`src/rtl/multicycle_control_fsm_if.sv`:
```
// Control-unit bundle between the multicycle FSM (master) and its datapath/memory side (slave).
// Carries the decoded instruction fields, the memory and mul/div handshakes, and every control select/strobe.
interface multicycle_control_fsm_if;
  logic [6:0] op;
  logic       funct7b0;
  logic       mem_ready;
  logic       muldiv_ready;
  logic       take_branch;

  logic       mem_valid;
  logic       mem_we;
  logic       ir_we;
  logic       pc_we;
  logic       reg_write;
  logic       instret_inc;
  logic       muldiv_valid;
  logic       illegal;
  logic       adr_src;
  logic [1:0] alu_src_a;
  logic [1:0] alu_src_b;
  logic [1:0] alu_op;
  logic [2:0] result_src;
  logic [4:0] state_o;

  modport master (
    input  op, funct7b0, mem_ready, muldiv_ready, take_branch,
    output mem_valid, mem_we, ir_we, pc_we, reg_write, instret_inc, muldiv_valid,
           illegal, adr_src, alu_src_a, alu_src_b, alu_op, result_src, state_o
  );

  modport slave (
    output op, funct7b0, mem_ready, muldiv_ready, take_branch,
    input  mem_valid, mem_we, ir_we, pc_we, reg_write, instret_inc, muldiv_valid,
           illegal, adr_src, alu_src_a, alu_src_b, alu_op, result_src, state_o
  );
endinterface

```
`src/rtl/multicycle_control_fsm.sv`:
```
// Multicycle RV32 control FSM: sequences fetch/decode/execute/memory/writeback and drives datapath selects.
// All selects decode from state alone; strobes are qualified by mem_ready, muldiv_ready or take_branch.
module multicycle_control_fsm #(
  parameter bit MULDIV_EN = 1'b1
) (
  input  logic                          clk,
  input  logic                          rst,
  multicycle_control_fsm_if.master      bus
);

  localparam logic [4:0] FETCH    = 5'd0;
  localparam logic [4:0] DECODE   = 5'd1;
  localparam logic [4:0] MEMADR   = 5'd2;
  localparam logic [4:0] MEMREAD  = 5'd3;
  localparam logic [4:0] MEMWB    = 5'd4;
  localparam logic [4:0] MEMWRITE = 5'd5;
  localparam logic [4:0] EXECUTER = 5'd6;
  localparam logic [4:0] EXECUTEI = 5'd7;
  localparam logic [4:0] ALUWB    = 5'd8;
  localparam logic [4:0] BRANCH   = 5'd9;
  localparam logic [4:0] JAL      = 5'd10;
  localparam logic [4:0] JALRCALC = 5'd11;
  localparam logic [4:0] LUI      = 5'd12;
  localparam logic [4:0] AUIPC    = 5'd13;
  localparam logic [4:0] MULDIV   = 5'd14;
  localparam logic [4:0] SYSTEM   = 5'd15;
  localparam logic [4:0] ILLEGAL  = 5'd16;

  localparam logic [6:0] OP_LOAD   = 7'b0000011;
  localparam logic [6:0] OP_STORE  = 7'b0100011;
  localparam logic [6:0] OP_R      = 7'b0110011;
  localparam logic [6:0] OP_I      = 7'b0010011;
  localparam logic [6:0] OP_JAL    = 7'b1101111;
  localparam logic [6:0] OP_JALR   = 7'b1100111;
  localparam logic [6:0] OP_BRANCH = 7'b1100011;
  localparam logic [6:0] OP_LUI    = 7'b0110111;
  localparam logic [6:0] OP_AUIPC  = 7'b0010111;
  localparam logic [6:0] OP_SYSTEM = 7'b1110011;

  logic [4:0] state_q, state_d;

  always_ff @(posedge clk or posedge rst) begin
    if (rst) state_q <= FETCH;
    else     state_q <= state_d;
  end

  always_comb begin
    state_d = state_q;
    case (state_q)
      FETCH:    if (bus.mem_ready) state_d = DECODE;
      DECODE: begin
        case (bus.op)
          OP_LOAD, OP_STORE: state_d = MEMADR;
          OP_R: begin
            if (!bus.funct7b0)  state_d = EXECUTER;
            else if (MULDIV_EN) state_d = MULDIV;
            else                state_d = ILLEGAL;
          end
          OP_I:      state_d = EXECUTEI;
          OP_JAL:    state_d = JAL;
          OP_JALR:   state_d = JALRCALC;
          OP_BRANCH: state_d = BRANCH;
          OP_LUI:    state_d = LUI;
          OP_AUIPC:  state_d = AUIPC;
          OP_SYSTEM: state_d = SYSTEM;
          default:   state_d = ILLEGAL;
        endcase
      end
      MEMADR:   state_d = (bus.op == OP_LOAD) ? MEMREAD : MEMWRITE;
      MEMREAD:  if (bus.mem_ready) state_d = MEMWB;
      MEMWB:    state_d = FETCH;
      MEMWRITE: if (bus.mem_ready) state_d = FETCH;
      EXECUTER, EXECUTEI, LUI, AUIPC: state_d = ALUWB;
      ALUWB:    state_d = FETCH;
      BRANCH:   state_d = FETCH;
      JALRCALC: state_d = JAL;
      JAL:      state_d = ALUWB;
      MULDIV:   if (bus.muldiv_ready) state_d = FETCH;
      SYSTEM:   state_d = FETCH;
      ILLEGAL:  state_d = ILLEGAL;
      default:  state_d = ILLEGAL;
    endcase
  end

  // Outputs are forced low while rst is high so an in-flight memory request is withdrawn at once.
  always_comb begin
    bus.mem_valid    = 1'b0;
    bus.mem_we       = 1'b0;
    bus.ir_we        = 1'b0;
    bus.pc_we        = 1'b0;
    bus.reg_write    = 1'b0;
    bus.instret_inc  = 1'b0;
    bus.muldiv_valid = 1'b0;
    bus.illegal      = 1'b0;
    bus.adr_src      = 1'b0;
    bus.alu_src_a    = 2'd0;
    bus.alu_src_b    = 2'd0;
    bus.alu_op       = 2'd0;
    bus.result_src   = 3'd0;
    bus.state_o      = state_q;
    if (!rst) begin
      case (state_q)
        FETCH: begin
          bus.mem_valid  = 1'b1;
          bus.alu_src_b  = 2'd2;
          bus.result_src = 3'd2;
          bus.ir_we      = bus.mem_ready;
          bus.pc_we      = bus.mem_ready;
        end
        DECODE: begin
          bus.alu_src_a = 2'd1;
          bus.alu_src_b = 2'd1;
        end
        MEMADR, JALRCALC: begin
          bus.alu_src_a = 2'd2;
          bus.alu_src_b = 2'd1;
        end
        MEMREAD: begin
          bus.mem_valid = 1'b1;
          bus.adr_src   = 1'b1;
        end
        MEMWB: begin
          bus.result_src  = 3'd1;
          bus.reg_write   = 1'b1;
          bus.instret_inc = 1'b1;
        end
        MEMWRITE: begin
          bus.mem_valid   = 1'b1;
          bus.mem_we      = 1'b1;
          bus.adr_src     = 1'b1;
          bus.instret_inc = bus.mem_ready;
        end
        EXECUTER: begin
          bus.alu_src_a = 2'd2;
          bus.alu_op    = 2'd2;
        end
        EXECUTEI: begin
          bus.alu_src_a = 2'd2;
          bus.alu_src_b = 2'd1;
          bus.alu_op    = 2'd2;
        end
        ALUWB: begin
          bus.reg_write   = 1'b1;
          bus.instret_inc = 1'b1;
        end
        BRANCH: begin
          bus.alu_src_a   = 2'd2;
          bus.alu_op      = 2'd1;
          bus.pc_we       = bus.take_branch;
          bus.instret_inc = 1'b1;
        end
        JAL: begin
          bus.alu_src_a = 2'd1;
          bus.alu_src_b = 2'd2;
          bus.pc_we     = 1'b1;
        end
        LUI: begin
          bus.alu_src_b = 2'd1;
          bus.alu_op    = 2'd3;
        end
        AUIPC: begin
          bus.alu_src_a = 2'd1;
          bus.alu_src_b = 2'd1;
        end
        MULDIV: begin
          bus.muldiv_valid = 1'b1;
          bus.result_src   = 3'd4;
          bus.reg_write    = bus.muldiv_ready;
          bus.instret_inc  = bus.muldiv_ready;
        end
        SYSTEM: begin
          bus.result_src  = 3'd3;
          bus.reg_write   = 1'b1;
          bus.instret_inc = 1'b1;
        end
        ILLEGAL:  bus.illegal = 1'b1;
        default:  bus.illegal = 1'b1;
      endcase
    end
  end

endmodule

```
`src/flat_wrapper.sv`:
```
// flat-port wrapper written by rule: the top's interface ports become plain ports
module multicycle_control_fsm_flat 
#(
  parameter bit MULDIV_EN = 1'b1
)
  (clk, rst, bus_op, bus_funct7b0, bus_mem_ready, bus_muldiv_ready, bus_take_branch, bus_mem_valid, bus_mem_we, bus_ir_we, bus_pc_we, bus_reg_write, bus_instret_inc, bus_muldiv_valid, bus_illegal, bus_adr_src, bus_alu_src_a, bus_alu_src_b, bus_alu_op, bus_result_src, bus_state_o);
  multicycle_control_fsm_if bus_i ();
  input  logic clk;
  input  logic rst;
  input wire logic [$bits(bus_i.op)-1:0] bus_op;
  input wire logic [$bits(bus_i.funct7b0)-1:0] bus_funct7b0;
  input wire logic [$bits(bus_i.mem_ready)-1:0] bus_mem_ready;
  input wire logic [$bits(bus_i.muldiv_ready)-1:0] bus_muldiv_ready;
  input wire logic [$bits(bus_i.take_branch)-1:0] bus_take_branch;
  output wire logic [$bits(bus_i.mem_valid)-1:0] bus_mem_valid;
  output wire logic [$bits(bus_i.mem_we)-1:0] bus_mem_we;
  output wire logic [$bits(bus_i.ir_we)-1:0] bus_ir_we;
  output wire logic [$bits(bus_i.pc_we)-1:0] bus_pc_we;
  output wire logic [$bits(bus_i.reg_write)-1:0] bus_reg_write;
  output wire logic [$bits(bus_i.instret_inc)-1:0] bus_instret_inc;
  output wire logic [$bits(bus_i.muldiv_valid)-1:0] bus_muldiv_valid;
  output wire logic [$bits(bus_i.illegal)-1:0] bus_illegal;
  output wire logic [$bits(bus_i.adr_src)-1:0] bus_adr_src;
  output wire logic [$bits(bus_i.alu_src_a)-1:0] bus_alu_src_a;
  output wire logic [$bits(bus_i.alu_src_b)-1:0] bus_alu_src_b;
  output wire logic [$bits(bus_i.alu_op)-1:0] bus_alu_op;
  output wire logic [$bits(bus_i.result_src)-1:0] bus_result_src;
  output wire logic [$bits(bus_i.state_o)-1:0] bus_state_o;
  assign bus_i.op = bus_op;
  assign bus_i.funct7b0 = bus_funct7b0;
  assign bus_i.mem_ready = bus_mem_ready;
  assign bus_i.muldiv_ready = bus_muldiv_ready;
  assign bus_i.take_branch = bus_take_branch;
  assign bus_mem_valid = bus_i.mem_valid;
  assign bus_mem_we = bus_i.mem_we;
  assign bus_ir_we = bus_i.ir_we;
  assign bus_pc_we = bus_i.pc_we;
  assign bus_reg_write = bus_i.reg_write;
  assign bus_instret_inc = bus_i.instret_inc;
  assign bus_muldiv_valid = bus_i.muldiv_valid;
  assign bus_illegal = bus_i.illegal;
  assign bus_adr_src = bus_i.adr_src;
  assign bus_alu_src_a = bus_i.alu_src_a;
  assign bus_alu_src_b = bus_i.alu_src_b;
  assign bus_alu_op = bus_i.alu_op;
  assign bus_result_src = bus_i.result_src;
  assign bus_state_o = bus_i.state_o;
  multicycle_control_fsm #(.MULDIV_EN(MULDIV_EN)) u_core (.clk(clk), .rst(rst), .bus(bus_i));
endmodule
```
`config.mk`:
```
export PLATFORM = sky130hd
export DESIGN_NAME = multicycle_control_fsm_flat
export DESIGN_NICKNAME = d
export VERILOG_FILES = /design/src/rtl/multicycle_control_fsm_if.sv /design/src/rtl/multicycle_control_fsm.sv /design/src/flat_wrapper.sv
export SDC_FILE = /design/constraint.sdc
export NUM_CORES = 1
export LEC_CHECK = 0
export CAP_MARGIN = 20
export CORE_MARGIN = 1.5
export CORE_UTILIZATION = 42
export CTS_CLUSTER_SIZE = 16
export DETAILED_ROUTE_END_ITERATION = 10
export PLACE_DENSITY = 0.86
export SYNTH_ARGS = -nofsm -noshare
export SYNTH_HDL_FRONTEND = slang
export SYNTH_SLANG_ARGS = --single-unit
```
`constraint.sdc`:
```
create_clock -name clk -period 2 [get_ports clk]
set_input_delay 0.6 -clock clk [delete_from_list [all_inputs] [get_ports clk]]
set_output_delay 0.6 -clock clk [all_outputs]
set_load 0.02 [all_outputs]
```
==> results, run 1 <==
- The flow did not finish.
- The run ended at clock tree synthesis (4_1_cts).
- The first error in the log reads "[ERROR DPL-0038] Utilization greater than 100%, impossible to legalize".
- The number of library cell types mapped by synthesis is 43.
- The die is 47.6 um tall.
- The number of input and output port buffers inserted is 35.
- The share of synthesized area in the top cell type comes to 0.149.
- The clock drives 5 sinks.
- Synthesis produced a netlist whose cell count is 133.
- The most common cell in the synthesized netlist is sky130_fd_sc_hd__nand2_1.
- The net count after synthesis is 146.
- The number of placement rows is 15.
- The HPWL after detailed placement is 2.78 mm.
- The number of levels the H-tree was split into is 1.
- Clock tree synthesis selected as its root buffer the cell sky130_fd_sc_hd__clkbuf_4.
- The post-synthesis sequential element count is 5.
- The synthesized design contains 0 enable-type register cells.
- The share of async-settable or async-resettable flops after synthesis is 1.00.
- Summed over all instances, the cell type with the most area after synthesis is sky130_fd_sc_hd__dfrtp_1.
- The starting utilization of the core area is 0.465.
- The cell area after synthesis is 837 sq um.
- Among all flip-flop cells after synthesis, the most frequent one is sky130_fd_sc_hd__dfrtp_1.
- Sorting the synthesized cells by how often they occur yields sky130_fd_sc_hd__nand2_1, sky130_fd_sc_hd__nor2_1, sky130_fd_sc_hd__a21oi_1.
- The total clock buffers created by CTS is 3.
- For this run, the number of Yosys warnings is 0.
- After clock tree synthesis, the flow added hold-fix buffers numbering 0.
- The number of setup buffers added after CTS is 14.
- The number of instances resized during post-cts repair is between 150 and 200.
- The die extent in x is 47.6 um.
- The average instance in the mapped netlist occupies 6.29 sq um.
- The global placement routability congestion is 0.932.
- Ranked by total cell area, the synthesized netlist is headed by sky130_fd_sc_hd__dfrtp_1, sky130_fd_sc_hd__a21oi_1, sky130_fd_sc_hd__nand2_1, sky130_fd_sc_hd__nor2_1, sky130_fd_sc_hd__nor3_1.
- For this run, the register share of the synthesized area comes to 0.149.
- 36 I/O pins were placed.
- The longest clock path from root to sink contains 2 buffers.
## through the flow
| step | instances | setup slack [ns] | TNS, ns | area, sq um | hold slack (ns) |
|---|---|---|---|---|---|
| floorplan | 133 | -0.139 | -0.474 | 921 | 0.387 |
| global placement | 225 | -0.867 | -14.28 | 1560 | 0.739 |
| detailed placement | 225 | -0.939 | -15.09 | 1560 | 0.754 |
## kinds of logic after synthesis
kind of cell           after synthesis  share of synthesized area
AND/OR/NAND/NOR                     73                      0.439
XOR/XNOR                             3                     0.0314
buffers and inverters               14                     0.0762
AO/OA/AOI/OAI                       38                      0.303
flip-flops                           5                      0.149
==> run 2: changes to the inputs <==
- CORE_AREA: default -> 2 2 63 65
- CORE_MARGIN: 1.5 -> default
- CORE_UTILIZATION: 42 -> default
- CTS_CLUSTER_SIZE: 16 -> default
- DIE_AREA: default -> 0 0 65 67
- PLACE_DENSITY: 0.86 -> default
- PLACE_DENSITY_LB_ADDON: default -> 0.15
==> run 2 against run 1 <==
  * The flow now finishes, with violations (negative setup slack)
  * Area after synthesis is the same
  * Synthesized cell count is the same
==> results, run 2 <==
- The number of antenna violations at the first check in global routing is 0.
- Global routing finished with a remaining overflow of 0.
- Of the cells placed in the final design, the portion with a size suffix greater than 1 is 0.575.
- Of the total power, registers draw 0.119.
- The worst hold path belongs to the class input pin to async pin.
- Data on the critical path arrives at its endpoint at roughly 1.6 ns.
- The number of input and output port buffers inserted is 35 (unchanged).
- Subtracting the final worst setup slack from the clock period gives 2.24 ns.
- The post-synthesis sequential element count is 5 (unchanged).
- The die extent in x is 65 um (was 47.6 um).
- The clock tree from TritonCTS is built.
- The routed layout has 1301 vias.
- The sort of element at the end of the critical path is an output pin.
- The total clock buffers created by CTS is 3 (unchanged).
- The final number of max-transition violations was 0.
- The worst hold slack is 0.692 ns.
- The gate count after technology mapping is 133 (unchanged).
- The buffer levels on the longest clock path is 2 (unchanged).
- The growth of design area from synthesis to finish is 129%.
- STA classifies the critical path startpoint as a flip-flop.
- Across the run, the number of max-cap violations was 0.
- The net count after synthesis is 146 (unchanged).
- The setup-violating endpoint count in the final report is 15.
- The library cells used most frequently in the layout, excluding fill and tap cells, are sky130_fd_sc_hd__buf_4, sky130_fd_sc_hd__buf_6, sky130_fd_sc_hd__nand2_1, sky130_fd_sc_hd__nor2_1.
- The cell area after synthesis came to 837 sq um (unchanged).
- The number of library cell types mapped by synthesis was 43 (unchanged).
- The number of optimization iterations in the first detailed-route pass is 4.
- In this run the worst path has a maximum fanout of 4.
- The required time at the endpoint of the critical path is 1.40 ns.
- Across the whole layout, storage elements account for 131 sq um.
- Traced cell by cell, the critical path runs through or3_4 > a21o_1 > a21oi_2 > o211a_1 > buf_6.
- The number of hold-slack violations in the final timing report is 0.
- The slack of the critical path is -0.235 ns.
- The number of levels the H-tree was split into is 1 (unchanged).
- The delay of the slowest cell on the worst path is 0.43 ns.
- Dividing the detail-routed via count by the number of cells gives 4.87.
- The proportion of synthesized chip area in sequential cells is 0.149 (unchanged).
- The final reports fail on negative setup slack.
- Summing all multi-input logic gate instances after layout gives 853 sq um.
- The number of violations reported at the end of detailed-routing iteration 0 is 39.
- The area inside the core boundary is 0.00361 sq mm.
- Run status: finished, violations left (was stopped before the end).
- Clock latency on the worst-skew pair, taken at its later pin, is 0.22 ns.
- Across every metal layer, demand over resource in global routing totals 0.162.
- Total power for the finished layout comes to 1.29 mW.
- The post-route fraction of the period consumed by the critical path is 1.12.
- The via count of the first global-routing pass was 1183.
- The dominant delay contributor by cell family on the critical path is compound AO/OA/AOI/OAI gates.
- The register with the most flip-flops in the layout has 5 of them.
- The total I/O pin count is 36 (unchanged).
- The cell taking the most area after synthesis is sky130_fd_sc_hd__dfrtp_1 (unchanged).
- In the final timing run, aggregate negative setup slack is -2.05 ns.
- On the critical path, the stage with the largest delay is an instance of sky130_fd_sc_hd__dfrtp_2.
- The number of placement rows was 22 (was 15).
- The type of the setup path with the least slack is flip-flop to output pin.
- The layout filler cell count is 347.
- Setup repair after global routing could not meet its margin everywhere.
- The most common cell in the synthesized netlist is sky130_fd_sc_hd__nand2_1 (unchanged).
- At the pin with the least slew margin, the transition time is roughly 0.37 ns.
- The number of remaining DRC errors is 0.
- The share of the synthesized area in the top cell type was 0.149 (unchanged).
- The internal power of the cells totals 730 uW.
- The part of the power in combinational logic is 0.735.
- The starting utilization of the core area is 0.232 (was 0.465).
- On the final layout, the worst clock skew is 0.00426 ns.
- After detailed routing, the total wire length is around 3.7 mm.
- The number of enable-type register cells in the synthesized netlist came to 0 (unchanged).
- The die covers 0.00436 sq mm.
- The largest net degree at the start of global routing is 15.
- The global placement routability congestion is 0.834 (was 0.932).
- Most area-consuming cells after synthesis: sky130_fd_sc_hd__dfrtp_1, sky130_fd_sc_hd__a21oi_1, sky130_fd_sc_hd__nand2_1, sky130_fd_sc_hd__nor2_1, sky130_fd_sc_hd__nor3_1 (unchanged).
- Across the VDD grid, the largest voltage drop is 266 uV.
- The share of total power in the clock network is 0.146.
- The root buffer cell is sky130_fd_sc_hd__clkbuf_8 (was sky130_fd_sc_hd__clkbuf_4).
- In this run the power density over the cells is 671 mW/mm^2.
- Leaving out fill and tap cells, the most frequent cell in the layout is sky130_fd_sc_hd__buf_4.
- The floorplan die height was 67 um (was 47.6 um).
- The most frequently used flop master after synthesis is sky130_fd_sc_hd__dfrtp_1 (unchanged).
- The average cell area after synthesis is 6.29 sq um (unchanged).
- Together, buffers and inverters on the worst path number 1.
- Summed over all cells, the static leakage comes to 0.839 nW.
- The HPWL after detailed placement was 2.59 mm (was 2.78 mm).
- The highest clock rate is 0.447 GHz.
- The number of nets in the finished design is about 230.
- In this run the power spent charging and discharging nets is 557 uW.
- The share of async-settable or async-resettable flops after synthesis came to 1.00 (unchanged).
- The first global-routing pass estimated 5.66 mm of wire.
- The warning count from the yosys run is 0 (unchanged).
- The net switching fraction of the power is 0.433.
- The worst pin sits at a relative slew slack of 0.751.
- The total clock sinks was 5 (unchanged).
- The wire length per cell is approximately 14 um.
- The antenna diode count is 0.
- The clock-pin slew of the registers on the worst-case setup and hold paths is 0.04 ns.
- Leading post-synthesis cells by instance count: sky130_fd_sc_hd__nand2_1, sky130_fd_sc_hd__nor2_1, sky130_fd_sc_hd__a21oi_1 (unchanged).
- The count of nets left with antenna violations once routing finished came out at 0.
## run 2: cell counts after synthesis
Identical to the previous run, type by type.
## run 2: power by group through the flow
| stage | logic, mW | registers [mW] | clock network (mW) |
|---|---|---|---|
| 6_report | 0.946 | 0.153 | 0.188 |
| 5_1_grt | 1.01 | 0.155 | 0.194 |
| 2_1_floorplan | 0.346 | 0.168 | 0 |
| 3_5_place_dp | 0.724 | 0.145 | 0 |
| 3_3_place_gp | 0.722 | 0.144 | 0 |
| 4_1_cts | 0.830 | 0.152 | 0.182 |
## run 2: per-layer routing
layer  part of all wire  GRT usage  up-vias
met2               0.52      0.294       19
met5                  0          0        -
met1               0.45      0.218      632
met4                  0     0.0239        0
met3              0.025    0.00169        0
li1                   -          -      650
## run 2: cell families (layout without fill, tap and decap cells)
| family | after synthesis | after routing | share of synthesized area |
|---|---|---|---|
| compound gates | 38 | 38 | 0.303 |
| xor+xnor | 3 | 3 | 0.0314 |
| simple gates | 73 | 73 | 0.439 |
| flops | 5 | 5 | 0.149 |
| buf+inv | 14 | 100 | 0.0762 |
## run 2: final cells by class
cell class,instances,area share
multi-input cells,114,0.445
repair buffers,92,0.422
flip-flops and latches,5,0.0685
well taps,48,0.0313
clock buffers,4,0.0235
inverters,4,0.00914
## run 2: final timing paths
kind,slack (ns),end,cells after the start,from
max,-0.24,bus_instret_inc,5,u_core.bus.state_o[0]
min,0.69,u_core.bus.state_o[2],5,rst
min in group clk,0.76,u_core.bus.state_o[2],3,u_core.bus.state_o[2]
max reg2reg,0.20,u_core.bus.state_o[0],7,u_core.bus.state_o[1]
min reg2reg,0.76,u_core.bus.state_o[2],3,u_core.bus.state_o[2]
max in group asynchronous,1.18,u_core.bus.state_o[4],5,rst
## run 2: worst register-to-register path, stage by stage (launching register included)
cell,delay [ns]
sky130_fd_sc_hd__dfrtp_2,0.45
sky130_fd_sc_hd__buf_6,0.16
sky130_fd_sc_hd__nand2b_4,0.16
sky130_fd_sc_hd__buf_6,0.13
sky130_fd_sc_hd__buf_4,0.14
sky130_fd_sc_hd__o41ai_2,0.34
sky130_fd_sc_hd__a21oi_1,0.11
sky130_fd_sc_hd__nor3_1,0.20
## run 2: metrics by stage
| stage | utilization | instance area, sq um | std cells | setup slack, ns |
|---|---|---|---|---|
| floorplan | - | 921 | 133 | -0.139 |
| global placement | 0.448 | 1620 | 252 | -0.883 |
| detailed placement | 0.448 | 1620 | 252 | -0.887 |
| CTS | 0.494 | 1780 | 260 | -0.245 |
| global route | 0.532 | 1920 | 267 | -0.300 |
| finish | 0.532 | 1920 | 267 | -0.235 |
## run 2: repair_timing
item / 4_1_cts / 5_1_grt
resized for setup: 140 / 21
cloned: 0 / 0
endpoints found under the setup margin: 25 / 21
hold buffers: 0 / 0
pin swaps: 12 / 14
buffers inserted: 4 / 8
(Power assumes the default switching activity.)
